[config.mk]
export PLATFORM = sky130hd
export DESIGN_NAME = crc_parallel_hash_engine
export DESIGN_NICKNAME = d
export VERILOG_FILES = /design/src/rtl/crc_hash_pkg.sv /design/src/rtl/crc_parallel_hash_engine_step.sv /design/src/rtl/crc_parallel_hash_engine.sv
export SDC_FILE = /design/constraint.sdc
export NUM_CORES = 1
export LEC_CHECK = 0
export ABC_AREA = 1
export CORE_MARGIN = 2
export CORE_UTILIZATION = 50
export CTS_BUF_LIST = sky130_fd_sc_hd__clkbuf_16
export CTS_CLUSTER_SIZE = 10
export DETAILED_ROUTE_END_ITERATION = 10
export PLACE_DENSITY = 0.77
export SYNTH_ARGS = -nofsm -noshare
export SYNTH_HDL_FRONTEND = slang
export SYNTH_SLANG_ARGS = --single-unit
export TNS_END_PERCENT = 20
[constraint.sdc]
create_clock -name i_clk -period 3.86 [get_ports i_clk]
set_input_delay 0.772 -clock i_clk [delete_from_list [all_inputs] [get_ports i_clk]]
set_output_delay 0.772 -clock i_clk [all_outputs]
set_load 0.005 [all_outputs]
[src/rtl/crc_hash_pkg.sv]
// Shared definitions for the CRC/hash engine: team polynomial and the
// accumulate/hold state encoding.
package crc_hash_pkg;

   localparam logic [63:0] HASH_POLY_DEFAULT = 64'h42F0_E1EB_A9EA_3693;

   typedef enum logic {
      ACCUM = 1'b0,
      HOLD  = 1'b1
   } hash_state_t;

endpackage

[src/rtl/crc_parallel_hash_engine_step.sv]
// crc_lfsr_step_n: DATA_WIDTH serial LFSR steps unrolled into one
// combinational cone, MSB of the data beat consumed first.
module crc_lfsr_step_n
   import crc_hash_pkg::*;
#(
   parameter int                     HASH_LENGTH = 64,
   parameter logic [HASH_LENGTH-1:0] HASH_POLY   = HASH_POLY_DEFAULT[HASH_LENGTH-1:0],
   parameter int                     DATA_WIDTH  = 8
) (
   input  logic [HASH_LENGTH-1:0] parity_in,
   input  logic [DATA_WIDTH-1:0]  data_in,
   output logic [HASH_LENGTH-1:0] parity_out
);

   // bit 0 always takes the raw feedback, so its tap is masked off
   localparam logic [HASH_LENGTH-1:0] TAPS = {HASH_POLY[HASH_LENGTH-1:1], 1'b0};

   for (genvar k = 0; k < DATA_WIDTH; k++) begin : g_step
      logic [HASH_LENGTH-1:0] cur;
      logic [HASH_LENGTH-1:0] nxt;
      logic                   fb;
      if (k == 0) begin : g_head
         assign cur = parity_in;
      end else begin : g_link
         assign cur = g_step[k-1].nxt;
      end
      assign fb  = data_in[DATA_WIDTH-1-k] ^ cur[HASH_LENGTH-1];
      assign nxt = {cur[HASH_LENGTH-2:0], fb} ^ ({HASH_LENGTH{fb}} & TAPS);
   end

   assign parity_out = g_step[DATA_WIDTH-1].nxt;

endmodule

[src/rtl/crc_parallel_hash_engine.sv]
// Streaming CRC/hash accumulator: one beat per cycle, result held until taken.
// Build option CRC_HASH_OUT_INVERT_EN presents the inverted parity register.
module crc_parallel_hash_engine
   import crc_hash_pkg::*;
#(
   parameter int                     HASH_LENGTH = 64,
   parameter logic [HASH_LENGTH-1:0] HASH_POLY   = HASH_POLY_DEFAULT[HASH_LENGTH-1:0],
   parameter int                     DATA_WIDTH  = 8,
   parameter int                     CNT_WIDTH   = 16
) (
   input  logic                   i_clk,
   input  logic                   i_RESET,
   input  logic [DATA_WIDTH-1:0]  i_msg_data,
   input  logic                   i_msg_valid,
   input  logic                   i_msg_last,
   output logic                   o_msg_ready,
   output logic [HASH_LENGTH-1:0] o_parity,
   output logic                   o_parity_valid,
   input  logic                   i_parity_ready,
   output logic [CNT_WIDTH-1:0]   o_beat_count,
   output logic                   o_busy
);

   hash_state_t            state;
   hash_state_t            state_nxt;
   logic [HASH_LENGTH-1:0] parity_q;
   logic [HASH_LENGTH-1:0] parity_step;
   logic [CNT_WIDTH-1:0]   cnt_q;
   logic                   busy_q;
   logic                   accept;
   logic                   consume;

   crc_lfsr_step_n #(
      .HASH_LENGTH (HASH_LENGTH),
      .HASH_POLY   (HASH_POLY),
      .DATA_WIDTH  (DATA_WIDTH)
   ) u_step (
      .parity_in  (parity_q),
      .data_in    (i_msg_data),
      .parity_out (parity_step)
   );

   always_comb begin
      state_nxt      = state;
      o_msg_ready    = 1'b0;
      o_parity_valid = 1'b0;
      accept         = 1'b0;
      consume        = 1'b0;
      unique case (state)
         ACCUM: begin
            o_msg_ready = 1'b1;
            accept      = i_msg_valid;
            if (i_msg_valid && i_msg_last) state_nxt = HOLD;
         end
         HOLD: begin
            o_parity_valid = 1'b1;
            consume        = i_parity_ready;
            if (i_parity_ready) state_nxt = ACCUM;
         end
      endcase
   end

   always_ff @(posedge i_clk or posedge i_RESET) begin
      if (i_RESET) begin
         state    <= ACCUM;
         parity_q <= '0;
         cnt_q    <= '0;
         busy_q   <= 1'b0;
      end else begin
         state <= state_nxt;
         if (accept) begin
            parity_q <= parity_step;
            busy_q   <= 1'b1;
            if (cnt_q != '1) cnt_q <= cnt_q + CNT_WIDTH'(1);
         end else if (consume) begin
            parity_q <= '0;
            cnt_q    <= '0;
            busy_q   <= 1'b0;
         end
      end
   end

`ifdef CRC_HASH_OUT_INVERT_EN
   assign o_parity = ~parity_q;
`else
   assign o_parity = parity_q;
`endif

   assign o_beat_count = cnt_q;
   assign o_busy       = busy_q;

endmodule

==> flow_summary.json, run 1 <==
{
  "drtAntennaViolNets": 0,
  "run_status": "completed",
  "clock_latency_of_the_later_clocked_register_in_the_worst_skew_pair_ps": 350,
  "syn_area_mm2": 0.00592,
  "chipHeight_um": 113,
  "coreArea_mm2": 0.0115,
  "drtIter0Drc": 426,
  "crit-reg2reg-launch": "o_parity[62]$_DFFE_PP0P_",
  "slew_headroom_pct": 45.5,
  "worst_hold_path.num_cells": 2,
  "grt_first_pass_wirelength_um": 27800,
  "grt_start_max_net_pins": 45,
  "std_cell_rows": 39,
  "path_clk_slew_ps": 60,
  "critical_path_required_ps": 4100,
  "ff_latch_area_mm2": 0.00205,
  "syn-instance-count": 819,
  "power_leakage_uw": 0.00357,
  "fillerInstances": 1019,
  "gp_congestion": 0.952,
  "cp-end-kind": "register",
  "detail_route.wl_per_cell_um": 16.3,
  "layout.nets": 925,
  "hold_path_class": "reg2reg",
  "multiInputGateArea_mm2": 0.00339,
  "clock_tree_root_driver_cell": "sky130_fd_sc_hd__clkbuf_16",
  "clock_path_buffers": 2,
  "timing_worst_setup_path_type": "in2reg",
  "crit_arrival_ps": 3210,
  "grt_antenna_before_repair": 0,
  "total_power_uw": 7180,
  "post_cts.resized_instances": 0,
  "floorplan.io_pins": 96,
  "worst_ir_drop_vdd_mv": 0.522,
  "detailed_route_via_count": 5796,
  "antenna_cells": 0,
  "worst_slew_pin_slew_ps": 816,
  "drtPass1Iterations": 5,
  "drv_slew": 0,
  "timing.clock.skew_ps": 10.2,
  "final_layout_size_suffix_gt1_share_pct": 11.2,
  "syn_avg_cell_area_um2": 7.22,
  "clock_buffer_count_from_cts": 9,
  "dpl.cell_count": 1043,
  "first_global_vias": 5336,
  "maxCapViolCount": 0,
  "final_cell_count_no_fill": 1059,
  "pwr_density_cell_mw_per_mm2": 985,
  "fmaxAchievable_mhz": 337,
  "yosys_warnings": 0,
  "port_buffers": 95,
  "timing.setup.tns_ps": 0,
  "yosysUniqueCellTypes": 41,
  "drt-vias-per-instance": 5.47,
  "cts_post_setup_buffers_inserted": 0,
  "die_area_mm2": 0.0127,
  "hold_start": "o_busy$_DFFE_PP0P_",
  "die_width_um": 113,
  "grt_setup_unrepaired": "no",
  "area_added_between_synthesis_and_finish_pct": 23.2,
  "drc": 0,
  "ys_seq_elements": 82,
  "cts_sinks": 82,
  "timing.final.crit_period_ps": 2970,
  "timing_hold_violations_final": 0,
  "timing.critical_path.fanout_max": 14,
  "syn_nets": 833,
  "grtUsageTotal_pct": 27.8,
  "start_util_pct": 51.6,
  "critical_path.startpoint": "i_msg_data[4]",
  "yosysSeqAreaShare_pct": 34.7,
  "tritoncts": "done",
  "final_util_pct": 63.6,
  "total_half_perimeter_wirelength_after_legalization_and_detailed_placement_um": 12300,
  "drt_wl_total_um": 17300,
  "ctsHoldBuffers": 0,
  "grt_overflow": 0,
  "final_min_period_over_clock_period_pct": 76.9,
  "setup_viol": 0,
  "setup.worst_path.start_class": "input pin",
  "rr_worst_depth": 14,
  "cts-htree-levels": 3
}
[cell usage after synthesis, drive strengths merged]
cell	number	area share (%)
o221ai	5	0.74
o21bai	1	0.13
xnor2	16	2.4
a31oi	1	0.11
buf	14	1.9
nand2	358	28
nand3b	2	0.25
nor3	5	0.42
or2	6	0.63
o21ai	38	3.2
a32o	1	0.17
o211ai	7	0.89
ha	1	0.21
nand4	5	0.53
clkbuf	7	0.44
o31ai	3	0.38
nor4b	1	0.15
o22ai	12	1.4
a21oi	17	1.4
nor2	17	1.2
clkinv	1	0.063
dfrtp	82	35
xor2	53	7.8
nand3	73	6.7
nor3b	2	0.25
inv	90	5.8
nor4	1	0.11
[metal layers]
layer  global-route usage, %  vias to the layer above  share of wire, %
met2                    43.9                      262                47
met1                    38.1                     2711                43
met5                       0                        -                 0
met3                    5.89                       32               8.1
li1                        -                     2791                 -
met4                    9.35                        0               2.6
[cells by family (layout without fill, tap and decap cells)]
logic type | count (synthesis) | in the layout | share of synthesized area, %
flops | 82 | 82 | 34.7
compound gates | 85 | 85 | 8.44
buf+inv | 112 | 209 | 8.16
xor+xnor | 69 | 69 | 10.2
simple gates | 470 | 470 | 38.3
fa+ha+maj | 1 | 1 | 0.211
[area by class of cell]
type / count / share of cell area (%)
inverter: 91 / 4.77
tap: 143 / 2.45
clock buffer: 9 / 3.09
sequential: 82 / 28.1
multi-input combinational: 625 / 46.4
clock inverter: 7 / 1.17
timing repair buffer: 102 / 13.9
[worst max-delay path: stages]
cell and delay [ps]:
sky130_fd_sc_hd__clkdlybuf4s50_1 440, sky130_fd_sc_hd__inv_1 80, sky130_fd_sc_hd__nand2_1 60, sky130_fd_sc_hd__nand2_2 220, sky130_fd_sc_hd__nand2_1 130, sky130_fd_sc_hd__nand2_2 310
sky130_fd_sc_hd__nand2_2 120, sky130_fd_sc_hd__nand2_2 330, sky130_fd_sc_hd__nand2_1 120, sky130_fd_sc_hd__nand2_2 240, sky130_fd_sc_hd__nand2_1 110, sky130_fd_sc_hd__nand2_1 80
sky130_fd_sc_hd__nand2_1 50, sky130_fd_sc_hd__nand3_1 80, sky130_fd_sc_hd__nand2_1 60
[final timing paths]
kind                                            endpoint  slack, ps
worst max-delay path            o_parity[48]$_DFFE_PP0P_        890
worst min-delay path                  o_busy$_DFFE_PP0P_        500
worst max register to register  o_parity[48]$_DFFE_PP0P_       1360
worst min register to register        o_busy$_DFFE_PP0P_        500
max in group asynchronous       o_parity[19]$_DFFE_PP0P_       2350
min in group asynchronous       o_parity[43]$_DFFE_PP0P_        830
[report_power, final]
group	leakage, uW	switching, uW	total, uW	internal, uW
clock network	0.000154	367	927	560
registers	0.00104	364	1570	1200
logic	0.00238	2840	4690	1850
[cells in the final DEF, fill, tap and decap left out, types with 5 or more instances in the layout]
master,Yosys,routed
sky130_fd_sc_hd__nand3_1,70,70
sky130_fd_sc_hd__nor3_1,5,5
sky130_fd_sc_hd__o221ai_1,5,5
sky130_fd_sc_hd__nor2_1,14,14
sky130_fd_sc_hd__nand2_1,302,302
sky130_fd_sc_hd__xor2_1,53,53
sky130_fd_sc_hd__o21ai_1,9,9
sky130_fd_sc_hd__o21ai_0,29,29
sky130_fd_sc_hd__inv_1,76,76
sky130_fd_sc_hd__o211ai_1,7,7
sky130_fd_sc_hd__clkdlybuf4s50_1,0,95
sky130_fd_sc_hd__xnor2_1,16,16
sky130_fd_sc_hd__a21oi_1,17,17
sky130_fd_sc_hd__o22ai_1,11,11
sky130_fd_sc_hd__nand2_2,26,26
sky130_fd_sc_hd__nand2_4,27,27
sky130_fd_sc_hd__dfrtp_1,82,82
sky130_fd_sc_hd__nand4_1,5,5
sky130_fd_sc_hd__inv_2,12,12
sky130_fd_sc_hd__clkbuf_16,0,9
sky130_fd_sc_hd__buf_4,2,6
[state kept, by name, indices dropped and copies added (netlist names)]
register,count
o_busy,1
o_beat_count,16
o_parity,64
state,1
[through the flow]
| step | instance area (um2) | hold WS (ps) | setup slack [ps] |
|---|---|---|---|
| after floorplan | 5920 | 491 | 980 |
| after global placement | 6980 | 490 | 602 |
| after detailed placement | 6980 | 494 | 577 |
| after CTS | 7290 | 504 | 914 |
| after global routing | 7290 | 554 | 669 |
| final | 7290 | 502 | 891 |
Note: power is estimated with default switching activity, not from simulation.
==> run 2: changes to the inputs <==
Clock period 3.86 ns to 2.95 ns, I/O delays scaled along.
==> run 2 against run 1 <==
Compared with the run above: cell count grew 0.66%; core utilization grew 0.45 points; worst hold slack gained 1.7 ps; clock-buffer cell count is the same; wire length grew 0.32%; largest power group unchanged; sequential share of layout area shrank 0.20 points; via count grew 0.48%; register-to-register slack lost 570 ps; highest routed layer unchanged.
==> flow_summary.json, run 2 (synthesis gave the netlist of run 1 again) <==
{
  "run_status": "completed",
  "pwr_density_cell_mw_per_mm2": 1290,
  "grt_overflow": 0,
  "clock_path_buffers": 2,
  "drt_wl_total_um": 17300,
  "gp_congestion": 0.896,
  "drv_slew": 0,
  "largest_register_ff_count": 64,
  "crit-reg2reg-launch": "o_parity[63]$_DFFE_PP0P_",
  "timing_worst_setup_path_type": "in2reg",
  "grt_setup_unrepaired": "no",
  "maxCapViolCount": 0,
  "ff_latch_area_mm2": 0.00205,
  "grt_start_max_net_pins": 61,
  "place_ws_ps": 207,
  "cp-end-kind": "register",
  "cts_post_setup_buffers_inserted": 0,
  "antenna_cells": 0,
  "dpl.cell_count": 1051,
  "start_util_pct": 51.6,
  "hold_path_class": "reg2reg",
  "setup_viol": 0,
  "clock_tree_root_driver_cell": "sky130_fd_sc_hd__clkbuf_16",
  "power_leakage_uw": 0.00362,
  "grtUsageTotal_pct": 27.9,
  "first_global_vias": 5325,
  "reg2reg_slack_ps": 790,
  "setup.worst_path.start_class": "input pin",
  "layout.cells.most_common_list": "sky130_fd_sc_hd__nand2_1 (302), sky130_fd_sc_hd__clkdlybuf4s50_1 (95), sky130_fd_sc_hd__dfrtp_1 (82)",
  "clock_latency_of_the_later_clocked_register_in_the_worst_skew_pair_ps": 350,
  "post_cts.resized_instances": 0,
  "grt_first_pass_wirelength_um": 28000,
  "internal_power_uw": 4800,
  "path_clk_slew_ps": 60,
  "clock_buffer_count_from_cts": 9,
  "timing.critical_path.fanout_max": 16,
  "multiInputGateArea_mm2": 0.00339,
  "chipHeight_um": 113,
  "drtAntennaViolNets": 0,
  "die_area_mm2": 0.0127,
  "timing.clock.skew_ps": 6.79,
  "timing.setup.tns_ps": 0,
  "area_added_between_synthesis_and_finish_pct": 24.1,
  "tritoncts": "done",
  "pwr-share-seq_pct": 21.8,
  "total_power_uw": 9470,
  "worst_ir_drop_vdd_mv": 0.635,
  "switching_power_uw": 4670,
  "drtPass1Iterations": 5,
  "timing.final.crit_period_ps": 2460,
  "fmaxAchievable_mhz": 407,
  "regToRegEndpoint": "o_parity[14]$_DFFE_PP0P_",
  "share_clk_of_total_power_pct": 12.5,
  "switching_power_as_a_share_of_total_power_pct": 49.3,
  "ctsHoldBuffers": 0,
  "coreArea_mm2": 0.0115,
  "fin_ws_ps": 495,
  "cts_sinks": 82,
  "rr_worst_depth": 14,
  "critical_path_required_ps": 3180,
  "critical_path.startpoint": "i_msg_data[7]",
  "critPathCapture": "o_parity[14]$_DFFE_PP0P_",
  "slew_headroom_pct": 42.2,
  "crit_arrival_ps": 2690,
  "std_cell_rows": 39,
  "worst_slew_pin_slew_ps": 866,
  "total_half_perimeter_wirelength_after_legalization_and_detailed_placement_um": 12300,
  "drtIter0Drc": 526,
  "drt-vias-per-instance": 5.46,
  "fillerInstances": 980,
  "detailed_route_via_count": 5824,
  "port_buffers": 95,
  "die_width_um": 113,
  "pwr-share-comb_pct": 65.7,
  "layout.cells.most_common": "sky130_fd_sc_hd__nand2_1",
  "layout.nets": 933,
  "drc": 0,
  "final_cell_count_no_fill": 1066,
  "grt_antenna_before_repair": 0,
  "floorplan.io_pins": 96,
  "detail_route.wl_per_cell_um": 16.2,
  "finalHoldWorstSlack_ps": 503,
  "timing_hold_violations_final": 0,
  "final_min_period_over_clock_period_pct": 83.2,
  "cts-htree-levels": 3,
  "final_layout_size_suffix_gt1_share_pct": 11.8
}
[run 2: cell types whose count changed in the layout (fill, tap and decap cells not counted)]
cell,previous run,this run
sky130_fd_sc_hd__buf_4,6,14
sky130_fd_sc_hd__inv_1,76,78
sky130_fd_sc_hd__clkinv_1,2,1
sky130_fd_sc_hd__clkinv_2,3,2
sky130_fd_sc_hd__clkinvlp_4,1,0
[run 2: layout make-up]
| cell class | count | area share (%) |
|---|---|---|
| Tap cell | 143 | 2.44 |
| Multi-Input combinational cell | 625 | 46.1 |
| Clock buffer | 9 | 3.07 |
| Clock inverter | 6 | 1.04 |
| Timing Repair Buffer | 110 | 14.7 |
| Sequential cell | 82 | 27.9 |
| Inverter | 91 | 4.74 |
[run 2: how the worst min path moves through the flow]
| stage | from | to | slack [ps] | cells past startpoint |
|---|---|---|---|---|
| 4_1_cts | o_busy$_DFFE_PP0P_ | o_busy$_DFFE_PP0P_ | 510 | 2 |
| 3_5_place_dp | o_busy$_DFFE_PP0P_ | o_busy$_DFFE_PP0P_ | 500 | 2 |
| 2_1_floorplan | o_busy$_DFFE_PP0P_ | o_busy$_DFFE_PP0P_ | 490 | 2 |
| 6_report | o_busy$_DFFE_PP0P_ | o_busy$_DFFE_PP0P_ | 500 | 2 |
| 5_1_grt | o_busy$_DFFE_PP0P_ | o_busy$_DFFE_PP0P_ | 550 | 2 |
| 3_3_place_gp | o_busy$_DFFE_PP0P_ | o_busy$_DFFE_PP0P_ | 480 | 2 |
[run 2: per-layer routing]
layer | track usage, % | wire length, um | share of wire [%] | vias up
li1 | - | - | - | 2806
met3 | 3.54 | 1270 | 7.3 | 38
met2 | 44.0 | 8000 | 46 | 261
met5 | 0 | 0 | 0 | -
met4 | 11.8 | 561 | 3.2 | 0
met1 | 38.8 | 7480 | 43 | 2719
[run 2: power groups by stage]
stage	clock (uW)	sequential, uW	combinational, uW
final	1190	2070	6220
after global routing	1240	2120	6860
after CTS	1190	2060	6150
after detailed placement	0	2070	6080
after global placement	0	2070	6000
after floorplan	0	1960	4230
[run 2: worst max-delay path, cell delays in order]
cell and delay, ps:
sky130_fd_sc_hd__clkdlybuf4s50_1 470, sky130_fd_sc_hd__inv_2 80, sky130_fd_sc_hd__nand2_1 80, sky130_fd_sc_hd__nand2_4 190, sky130_fd_sc_hd__nand2_4 100, sky130_fd_sc_hd__nand2_8 130
sky130_fd_sc_hd__nand2_4 80, sky130_fd_sc_hd__nand2_4 170, sky130_fd_sc_hd__nand2_2 90, sky130_fd_sc_hd__nand2_4 240, sky130_fd_sc_hd__nand2_1 150, sky130_fd_sc_hd__nand2_2 130
sky130_fd_sc_hd__nand2_1 60, sky130_fd_sc_hd__nand3_1 80, sky130_fd_sc_hd__nand2_1 50
[run 2: stage by stage]
stage / util (%) / area, um2
6_report: 64.0 / 7340
5_1_grt: 64.0 / 7340
4_1_cts: 64.0 / 7340
3_5_place_dp: 61.4 / 7040
3_3_place_gp: 61.4 / 7040
2_1_floorplan: - / 5920
==> run 3: changes to the inputs <==
Settings changed: CORE_UTILIZATION 50 to 49, PLACE_DENSITY 0.77 to 0.79.
Clock period 2.95 ns to 2 ns, I/O delays scaled along.
==> run 3 against run 2 <==
Compared with the run above: sequential share of layout area decreased by 2.5 points; final area up 10%; sequential power is 47% higher; worst hold slack improved by 15 ps; largest power group unchanged.
==> flow_summary.json, run 3 (synthesis gave the netlist of run 1 again) <==
{
  "cts-htree-levels": 3,
  "timing.clock.skew_ps": 5.72,
  "power_leakage_uw": 0.00404,
  "timing.critical_path.buf_inv": 3,
  "finish.instance_area_mm2": 0.00808,
  "hold_path_class": "in2async",
  "die_width_um": 114,
  "final_min_period_over_clock_period_pct": 95.7,
  "grt_setup_unrepaired": "yes",
  "gp_congestion": 0.941,
  "clock_tree_root_driver_cell": "sky130_fd_sc_hd__clkbuf_16",
  "drv_slew": 0,
  "grt_start_max_net_pins": 83,
  "setup.worst_path.start_class": "input pin",
  "std_cell_rows": 40,
  "port_buffers": 95,
  "worst_ir_drop_vdd_mv": 0.842,
  "layout.nets": 1011,
  "crit_arrival_ps": 2150,
  "final_layout_size_suffix_gt1_share_pct": 20.3,
  "tritoncts": "done",
  "finalHoldWorstSlack_ps": 518,
  "path_clk_slew_ps": 60,
  "largest_register_ff_count": 64,
  "coreArea_mm2": 0.0119,
  "chipHeight_um": 114,
  "timing.critical_path.cells": "clkdlybuf4s50_1 -> inv_1 -> nand2_1 -> nand2_4 -> inv_4 -> nand3_2 -> nand2_4 -> nand2_2 -> nand2_8 -> nand2_2 -> nand2_4 -> nand2_1 -> nand3_1 -> nand2_1",
  "grtUsageTotal_pct": 29.3,
  "layout.cells.most_common_list": "sky130_fd_sc_hd__nand2_1 (296), sky130_fd_sc_hd__clkdlybuf4s50_1 (91), sky130_fd_sc_hd__buf_4 (90)",
  "critical_path_required_ps": 2230,
  "critical_path.top_delay_family": "simple AND/OR/NAND/NOR gates",
  "fin_ws_ps": 85.5,
  "cp_slowest_stage_delay_ps": 480,
  "timing.final.crit_period_ps": 1910,
  "timing.setup.tns_ps": 0,
  "fmaxAchievable_mhz": 522,
  "drt_wl_total_um": 18500,
  "floorplan.io_pins": 96,
  "ctsHoldBuffers": 0,
  "timing.critical_path.fanout_max": 9,
  "clock_latency_of_the_later_clocked_register_in_the_worst_skew_pair_ps": 350,
  "start_util_pct": 49.7,
  "drtIter0Drc": 534,
  "place_ws_ps": -428,
  "dpl_cell_area_mm2": 0.00761,
  "setup_viol": 0,
  "drtAntennaViolNets": 0,
  "cts_sinks": 82,
  "area_added_between_synthesis_and_finish_pct": 36.5,
  "drtPass1Iterations": 5,
  "first_global_vias": 5817,
  "maxCapViolCount": 0,
  "critical-path-slowest-cell": "sky130_fd_sc_hd__clkdlybuf4s50_1",
  "detail_route.wl_per_cell_um": 16.1,
  "drc": 0,
  "final_util_pct": 67.8,
  "worst_slew_pin_slew_ps": 448,
  "timing_hold_violations_final": 0,
  "grt_first_pass_wirelength_um": 29700,
  "die_area_mm2": 0.0130,
  "clock_buffer_count_from_cts": 9,
  "drt-vias-per-instance": 5.39,
  "antenna_cells": 0,
  "timing_worst_setup_path_type": "in2reg",
  "pwr_density_cell_mw_per_mm2": 1930,
  "clock_path_buffers": 2,
  "detailed_route_via_count": 6191,
  "total_half_perimeter_wirelength_after_legalization_and_detailed_placement_um": 13600,
  "run_status": "completed",
  "grt_antenna_before_repair": 0,
  "grt_overflow": 0,
  "layout.cells.most_common": "sky130_fd_sc_hd__nand2_1",
  "cp-end-kind": "register",
  "slew_headroom_pct": 70.2
}
==> run 3: stage by stage <==
step | std cells | power (uW)
finish | 1148 | 15600
global route | 1148 | 16800
CTS | 1143 | 15200
detailed placement | 1128 | 13200
global placement | 1128 | 13000
floorplan | 819 | 9140
==> run 3: layout make-up <==
cell class / count / area (um2)
inverter: 91 / 353
fill: 989 / 3830
multi-input combinational: 626 / 3500
timing repair buffer: 187 / 1670
clock buffer: 9 / 225
sequential: 82 / 2050
clock inverter: 6 / 92.6
tap: 147 / 184
==> run 3: worst paths after layout <==
check | from | endpoint | slack (ps) | cells past startpoint
setup / recovery | i_msg_data[2] | o_parity[22]$_DFFE_PP0P_ | 90 | 14
hold / removal | i_RESET | o_beat_count[1]$_DFFE_PP0P_ | 520 | 3
setup reg to reg | o_parity[62]$_DFFE_PP0P_ | o_parity[22]$_DFFE_PP0P_ | 100 | 14
hold reg to reg | o_busy$_DFFE_PP0P_ | o_busy$_DFFE_PP0P_ | 520 | 2
max in group asynchronous | i_RESET | o_parity[33]$_DFFE_PP0P_ | 1130 | 3
min in group i_clk | o_busy$_DFFE_PP0P_ | o_busy$_DFFE_PP0P_ | 520 | 2
==> run 3: metal layers <==
layer  wire length, um  part of all wire [%]  track usage [%]
met3              1300                   7.0             4.25
met2              8720                    47             47.6
met1              7790                    42             38.6
met5                 0                     0                0
met4               710                   3.8             14.1
==> run 3: where the power goes <==
| group | internal [uW] | switching [uW] | total (uW) |
|---|---|---|---|
| clock network | 1090 | 699 | 1790 |
| logic | 4770 | 6030 | 10800 |
| registers | 2320 | 717 | 3040 |
==> run 3: what timing repair did <==
action,CTS,global route
resized for setup,3,27
buffers inserted,0,4
pin swaps,1,6
cloned,0,1
endpoints found under the setup margin,20,60
==> run 3: worst register-to-register path: stages, from the launching register on <==
cell and delay (ps):
sky130_fd_sc_hd__dfrtp_1 420, sky130_fd_sc_hd__inv_2 80, sky130_fd_sc_hd__nand2_1 80, sky130_fd_sc_hd__nand2_4 130, sky130_fd_sc_hd__nand2_2 100, sky130_fd_sc_hd__nand2_4 100, sky130_fd_sc_hd__nand2_2 90, sky130_fd_sc_hd__nand2_4 140
sky130_fd_sc_hd__nand2_2 120, sky130_fd_sc_hd__nand2_8 130, sky130_fd_sc_hd__nand2_2 100, sky130_fd_sc_hd__nand2_4 120, sky130_fd_sc_hd__nand2_1 60, sky130_fd_sc_hd__nand3_1 70, sky130_fd_sc_hd__nand2_1 60
